==> src/rtl/seq_mult_pkg.sv <==
// Shared types and width helpers for the iterative shift-add multiplier.
package seq_mult_pkg;

    typedef enum logic [1:0] {
        IDLE = 2'd0,
        RUN  = 2'd1,
        FIX  = 2'd2,
        DONE = 2'd3
    } state_t;

    // Product, accumulator and shifted multiplicand all share this width.
    function automatic int prod_width(input int wa, input int wb);
        return wa + wb;
    endfunction

    // Iteration counter must reach WA itself, hence WA+1 distinct values.
    function automatic int cnt_width(input int wa);
        return $clog2(wa + 1);
    endfunction

endpackage

==> src/rtl/seq_mult_abs.sv <==
// Combinational two's-complement magnitude; the most negative value maps to 2^(W-1) as an unsigned number.
module seq_mult_abs #(
    parameter int W = 8
) (
    input  logic [W-1:0] value,
    input  logic         is_signed,
    output logic [W-1:0] magnitude
);

    assign magnitude = (is_signed && value[W-1]) ? -value : value;

endmodule

==> src/rtl/seq_mult_param.sv <==
// Iterative shift-add multiplier: one multiplier bit per RUN cycle, sign applied once in FIX.
// Handshake: a request is taken on a rising edge where start && ready; ready is high in IDLE and DONE.
module seq_mult_param
    import seq_mult_pkg::*;
#(
    parameter int WA         = 8,
    parameter int WB         = 8,
    parameter int EARLY_EXIT = 0
) (
    input  logic             clk,
    input  logic             rst_n,
    input  logic             start,
    input  logic             is_signed,
    input  logic [WA-1:0]    a,
    input  logic [WB-1:0]    b,
    output logic             ready,
    output logic             busy,
    output logic             done,
    output logic [WA+WB-1:0] product
);

    localparam int PW = prod_width(WA, WB);
    localparam int CW = cnt_width(WA);
    localparam logic [CW-1:0] CNT_LAST = CW'(WA);

    state_t         state;
    state_t         state_next;
    logic [WA-1:0]  a_mag;
    logic [WB-1:0]  b_mag;
    logic [WA-1:0]  mplier;
    logic [PW-1:0]  mcand;
    logic [PW-1:0]  acc;
    logic [CW-1:0]  cnt;
    logic           neg;
    logic           accept;
    logic           run_stop;

    seq_mult_abs #(.W(WA)) u_abs_a (.value(a), .is_signed(is_signed), .magnitude(a_mag));
    seq_mult_abs #(.W(WB)) u_abs_b (.value(b), .is_signed(is_signed), .magnitude(b_mag));

    assign accept   = start && ready;
    assign run_stop = (cnt == CNT_LAST) || ((EARLY_EXIT != 0) && (mplier == '0));

    always_ff @(posedge clk or negedge rst_n) begin
        if (!rst_n) begin
            state <= IDLE;
        end else begin
            state <= state_next;
        end
    end

    // Handshake outputs depend on the state register alone; start only steers the next state.
    always_comb begin
        state_next = state;
        ready      = 1'b0;
        busy       = 1'b0;
        done       = 1'b0;
        unique case (state)
            IDLE: begin
                ready = 1'b1;
                if (start) state_next = RUN;
            end
            RUN: begin
                busy = 1'b1;
                if (run_stop) state_next = FIX;
            end
            FIX: begin
                busy       = 1'b1;
                state_next = DONE;
            end
            DONE: begin
                ready      = 1'b1;
                done       = 1'b1;
                state_next = start ? RUN : IDLE;
            end
            default: state_next = IDLE;
        endcase
    end

    always_ff @(posedge clk or negedge rst_n) begin
        if (!rst_n) begin
            mplier <= '0;
            mcand  <= '0;
            acc    <= '0;
            cnt    <= '0;
            neg    <= 1'b0;
        end else if (accept) begin
            mplier <= a_mag;
            mcand  <= PW'(b_mag);
            acc    <= '0;
            cnt    <= '0;
            neg    <= is_signed & (a[WA-1] ^ b[WB-1]);
        end else if (state == RUN && !run_stop) begin
            acc    <= acc + (mplier[0] ? mcand : '0);
            mplier <= mplier >> 1;
            mcand  <= mcand << 1;
            cnt    <= cnt + CW'(1);
        end
    end

    // Product only moves on the FIX edge so it holds the last result between operations.
    always_ff @(posedge clk or negedge rst_n) begin
        if (!rst_n) begin
            product <= '0;
        end else if (state == FIX) begin
            product <= neg ? -acc : acc;
        end
    end

`ifdef FORMAL
    logic [WA-1:0] f_amag;
    logic [WB-1:0] f_bmag;
    logic          f_signed;
    logic [WA-1:0] f_amask;

    always_ff @(posedge clk or negedge rst_n) begin
        if (!rst_n) begin
            f_amag   <= '0;
            f_bmag   <= '0;
            f_signed <= 1'b0;
        end else if (accept) begin
            f_amag   <= a_mag;
            f_bmag   <= b_mag;
            f_signed <= is_signed;
        end
    end

    localparam logic [PW-1:0] UMAX = PW'({WA{1'b1}}) * PW'({WB{1'b1}});
    assign f_amask = ~({WA{1'b1}} << cnt);

    a_umax: assert property (@(posedge clk) disable iff (!rst_n)
        (state == DONE && !f_signed) |-> product <= UMAX);
    a_done: assert property (@(posedge clk) disable iff (!rst_n) done |=> !done);
    a_acc: assert property (@(posedge clk) disable iff (!rst_n)
        (state == RUN) |-> acc == PW'(f_amag & f_amask) * PW'(f_bmag));
    a_cnt: assert property (@(posedge clk) disable iff (!rst_n)
        (state == RUN && !run_stop) |=> cnt == $past(cnt) + CW'(1));
`endif

endmodule

==> config.mk <==
export PLATFORM = sky130hd
export DESIGN_NAME = seq_mult_param
export DESIGN_NICKNAME = d
export VERILOG_FILES = /design/src/rtl/seq_mult_pkg.sv /design/src/rtl/seq_mult_abs.sv /design/src/rtl/seq_mult_param.sv
export SDC_FILE = /design/constraint.sdc
export NUM_CORES = 1
export LEC_CHECK = 0
export CORE_ASPECT_RATIO = 1.25
export CORE_MARGIN = 2
export CORE_UTILIZATION = 48
export DETAILED_ROUTE_END_ITERATION = 7
export GPL_TIMING_DRIVEN = 1
export HOLD_SLACK_MARGIN = 0.06
export PLACE_DENSITY = 0.73
export REMOVE_ABC_BUFFERS = 1
export SLEW_MARGIN = 20
export SYNTH_ARGS = -nofsm -noshare
export SYNTH_HDL_FRONTEND = slang
export SYNTH_HIERARCHICAL = 1
export SYNTH_SLANG_ARGS = --single-unit
==> constraint.sdc <==
create_clock -name clk -period 3 [get_ports clk]
set_input_delay 0.6 -clock clk [delete_from_list [all_inputs] [get_ports clk]]
set_output_delay 0.6 -clock clk [all_outputs]
set_load 0.005 [all_outputs]
== Yosys cells after proc, flatten, opt, wreduce, memory -nomap -nowiden ==
Cells that the tools add are included.
Cells by class
  add/sub/neg operators: 5
  eq/ne operators: 6
  multiplexer cells: 19
  bitwise operators: 2
  reduce and logical (&&, ||, !) cells: 10
Operators with widths (number)
  $mux 16: 6
  $mux 8: 4
  $add 16x16->16: 1
  $neg 16->16: 1
  $neg 8->8: 2
  $mux 4: 2
  $pmux 2 s4: 1
  $add 4x1->4 const B: 1
  $eq 2x2->1 const B: 2
  $eq 4x4->1 const B: 1
  $logic_and 1x1->1: 4
  $mux 1: 4
  $mux 2: 2
  $ne 2x2->1 const B: 2
  $reduce_or 2->1: 2
  $eq 2x1->1 const B: 1
  $logic_not 2->1: 1
  $reduce_and 2->1: 1
  $reduce_bool 2->1: 1
  $and 1x1->1: 1
  $logic_not 1->1: 1
  $xor 1x1->1: 1
Storage, ports and cells
  bits in registers: 63
  input bits: 20
  output and inout bits: 19
  word-level logic and storage cells: 49

== Depth between registers and ports, before layout ==
  word-level depth: 5
  gate-level depth with buffers: 9
  depth with buffers taken out: 8

== Modules after synthesis ==
The synthesis kept the hierarchy.
Modules (own cells, without submodules)
  seq_mult_param: instances 1, cells each 444, area each 3854.9 µm², sequential area each 1576.5 µm²
  seq_mult_abs: instances 2, cells each 23, area each 155.1 µm², sequential area each 0.0 µm²

== Worst setup path before layout ==
OpenSTA, ideal clock, no wires.
  path type: register to register
  from: reg mplier[0]
  to: reg acc[8]
  setup time: 78 ps
  arrival time: 2174 ps
  data required time: 2922 ps
  path slack: 748 ps
  stages on the path, launching flop included: 9
  path buffers: 0
  clock period less this slack: 2252 ps
  cell sequence: dfrtp_1 and2_1 ha_1 fa_1 a21o_1 a221o_1 a311oi_1 nor2_1 a21oi_1
On the way
  longest elaborated chain between the ends: 4
Ends and longest elaborated chain
  start: declaration: RTL line seq_mult_param.sv:30  | logic [WA-1:0] mplier;
  start signal: assignment: RTL line seq_mult_param.sv:88  | mplier <= a_mag;
  start signal: assignment: RTL line seq_mult_param.sv:95  | mplier <= mplier >> 1;
  $mux 16: RTL line seq_mult_param.sv:94  | acc <= acc + (mplier[0] ? mcand : '0);
  $add 16x16->16: RTL line seq_mult_param.sv:94
  $mux 16: RTL line seq_mult_param.sv:93  | end else if (state == RUN && !run_stop) begin
  $mux 16: RTL line seq_mult_param.sv:87  | end else if (accept) begin
  end signal: assignment: RTL line seq_mult_param.sv:94
  end: declaration: RTL line seq_mult_param.sv:32  | logic [PW-1:0] acc;
No other way between the ends. The select of a mux whose other input is x is not followed.
A chain may end at the register's enable or synchronous reset.

== Worst setup path after layout ==
  from: reg mplier[0]
  to: reg acc[10]
Same word-level chain as after synthesis.

==> results_dict.tcl <==
set metrics [dict create \
    row_count 38 \
    place_inst 612 \
    worst_pin_slew_ns 0.7012 \
    num_io_pins 39 \
    fmax_mhz 388.2 \
    switching_share_pct 43.76 \
    layout_common_cells "nand2_1, dfrtp_1, a21oi_1" \
    synth.yosys.seq_area_share_pct 37.85 \
    clock-sinks 63 \
    synthesis.area_um2 4165 \
    maxSlewViolCount 0 \
    seqPwrFrac_pct 32.6 \
    synth_edf_count 0 \
    final.min_clock_period_ns 2.576 \
    cts_resized 0 \
    grt_pass1_wl_mm 14.96 \
    grt.overflow.total 0 \
    finalPower_mw 4.848 \
    wirelength_mm 8.696 \
    cp.depth 8 \
    timing_hold_violations_final 0 \
    peakVddDrop_mv 0.3855 \
    reg2reg_from "mplier[0]$_DFFE_PN0P_" \
    ys_warn_count 6 \
    max_cap_viol_count 0 \
    switchingPower_mw 2.122 \
    powerDensity_nw_per_um2 1017 \
    initial_utilization_pct 48.67 \
    post-cts-setup-buffers 0 \
    r2r_setup_slack_ns 0.42 \
    drtIter0Drc 109 \
    vias 3466 \
    syn_inst 490 \
    holdWs_ns 0.2685 \
    final_common_cell "nand2_1" \
    grt_max_degree 41 \
    hp-class "in -> async" \
    slowest_delay_ns 0.51 \
    power.internal_mw 2.726 \
    avgSynthCellArea_um2 8.501 \
    timing.rr.end "acc[10]$_DFFE_PN0P_" \
    die_x_um 87.32 \
    avgViaCountPerCell 5.528 \
    cts-buffers-inserted 9 \
    ctsLongestPathBuffers 2 \
    crit_buf_inv 0 \
    n_antenna_cell 0 \
    fin_util_pct 55.72 \
    crit_top_cell "a21oi_1" \
    pre_cts_slack_ns 0.4306 \
    synth_area_leaders "dfrtp_1, nand2_1, ha_1" \
    cts_root_buf "clkbuf_8" \
    combPwrFrac_pct 54.6 \
    crit_path_end_kind "flop" \
    critPathKind "reg -> reg" \
    power.clock.fraction_pct 12.8 \
    crit_family "compound AO/OA/AOI/OAI gates" \
    io_buffers 38 \
    drive_gt1_share_pct 7.590 \
    rsz0062_at_grt "no" \
    cts_max_level 3 \
    cts_tree "done" \
    crit_slowest_cell "dfrtp_1" \
    setup_tns_ns 0 \
    post-route-period-util_pct 85.87 \
    leakagePower_nw 2.164 \
    ant_nets 0 \
    crit_start "mplier[0]$_DFFE_PN0P_" \
    design_area_um2 4768 \
    clk_latency_ns 0.34 \
    fillCellCount 799 \
    synth_seq_cells 63 \
    antenna_found_initial 0 \
    finalSetupViolations 0 \
    cp_cell_sequence "and2_1 -> ha_1 -> fa_1 -> a21o_1 -> a221o_1 -> a21oi_1 -> xor2_1 -> a21oi_1" \
    place_area_um2 4611 \
    setup_slack_ns 0.4238 \
    synth_top_area_cell "dfrtp_1" \
    synthArstFlopShare_pct 100.0 \
    yosysTopAreaCellShare_pct 37.85 \
    synth.distinct_cells 50 \
    place_congestion 0.8891 \
    slew_headroom_pct 53.26 \
    area_growth_pct 14.48 \
    final_cells 627 \
    wire_per_inst_um 13.87 \
    die_area_um2 9444 \
    fin_worst_skew_ns 0.007375 \
    cp-start-kind "flop" \
    final_nets 569 \
    dp_hpwl_mm 6.483 \
    status "completed" \
    grt_pass1_vias 3307 \
    drc 0 \
    coreArea_um2 8558 \
    cp_max_fo 17 \
    ctsHoldBuffers 0 \
    clkTransAtPathRegs_ns 0.07 \
    grtUsageTotal_pct 19.77 \
    r2r_cells 8 \
    crit_required_ns 3.22 \
    synthFlopType "dfrtp_1" \
    dr.pass1.iters 4 \
    worstPathArrival_ns 2.79 \
    fp.dieH_um 108.2 \
]
==> kinds of logic (layout without fill, tap and decap cells) <==
kind of cell	after synthesis	count (layout)	synth area share, %
AND/OR/NAND/NOR	199	199	21.60
AO/OA/AOI/OAI	113	113	16.94
flip-flops	63	63	37.85
buffers and inverters	40	77	4.716
XOR/XNOR	37	37	7.780
adder cells (fa/ha/maj)	26	26	7.990
multiplexers	12	12	3.124
==> final cells by class <==
class	instances	area [um2]	area share (%)
well taps	100	125.1	2.624
clock inverters	1	5.005	0.1050
clock buffers	14	152.6	3.201
inverters	17	63.81	1.338
multi-input cells	387	2392	50.17
flip-flops and latches	63	1577	33.06
repair buffers	45	452.9	9.499
==> how the worst max path moves through the flow <==
stage	endpoint	slack, ns
5_1_grt	acc[10]$_DFFE_PN0P_	0.26
3_3_place_gp	acc[8]$_DFFE_PN0P_	0.49
6_report	acc[10]$_DFFE_PN0P_	0.42
4_1_cts	acc[10]$_DFFE_PN0P_	0.41
2_1_floorplan	acc[10]$_DFFE_PN0P_	0.64
3_5_place_dp	acc[10]$_DFFE_PN0P_	0.43
==> power by group through the flow <==
stage,clock [mW],combinational [mW],sequential [mW]
floorplan,0,1.82,1.50
global placement,0,2.59,1.57
CTS,0.630,2.67,1.58
global route,0.665,3.00,1.64
detailed placement,0,2.65,1.59
finish,0.623,2.65,1.58
==> sequential cells by signal, summed over array words and instances, names as in the netlist <==
name,flops
acc,16
cnt,4
product,16
mcand,16
mplier,8
neg,1
state,2
==> synth_stat cells, types with 3 or more instances <==
library cell and number:
xor2_1 28, nand3b_1 3, clkbuf_1 16, dfrtp_1 63, o21ai_0 14, a211oi_1 4
nor3_1 6, o31ai_2 3, nand4_1 5, inv_1 17, mux2_2 8, a21oi_1 49
and2_1 16, a31oi_1 20, mux2i_1 4, nor2_1 48, nand2_1 93, ha_1 25
a21o_1 3, nand3_1 12, xnor2_1 9, or3_1 3, o211ai_1 4, o21ai_1 3
==> routing by layer <==
metal	track usage (%)	vias up	wire length, um
met4	6.923	0	172
met3	3.282	17	292
met1	24.48	1623	3956
met5	0	-	0
li1	-	1749	-
met2	34.42	77	4275
No activity file was read; power rests on OpenSTA's default activity.
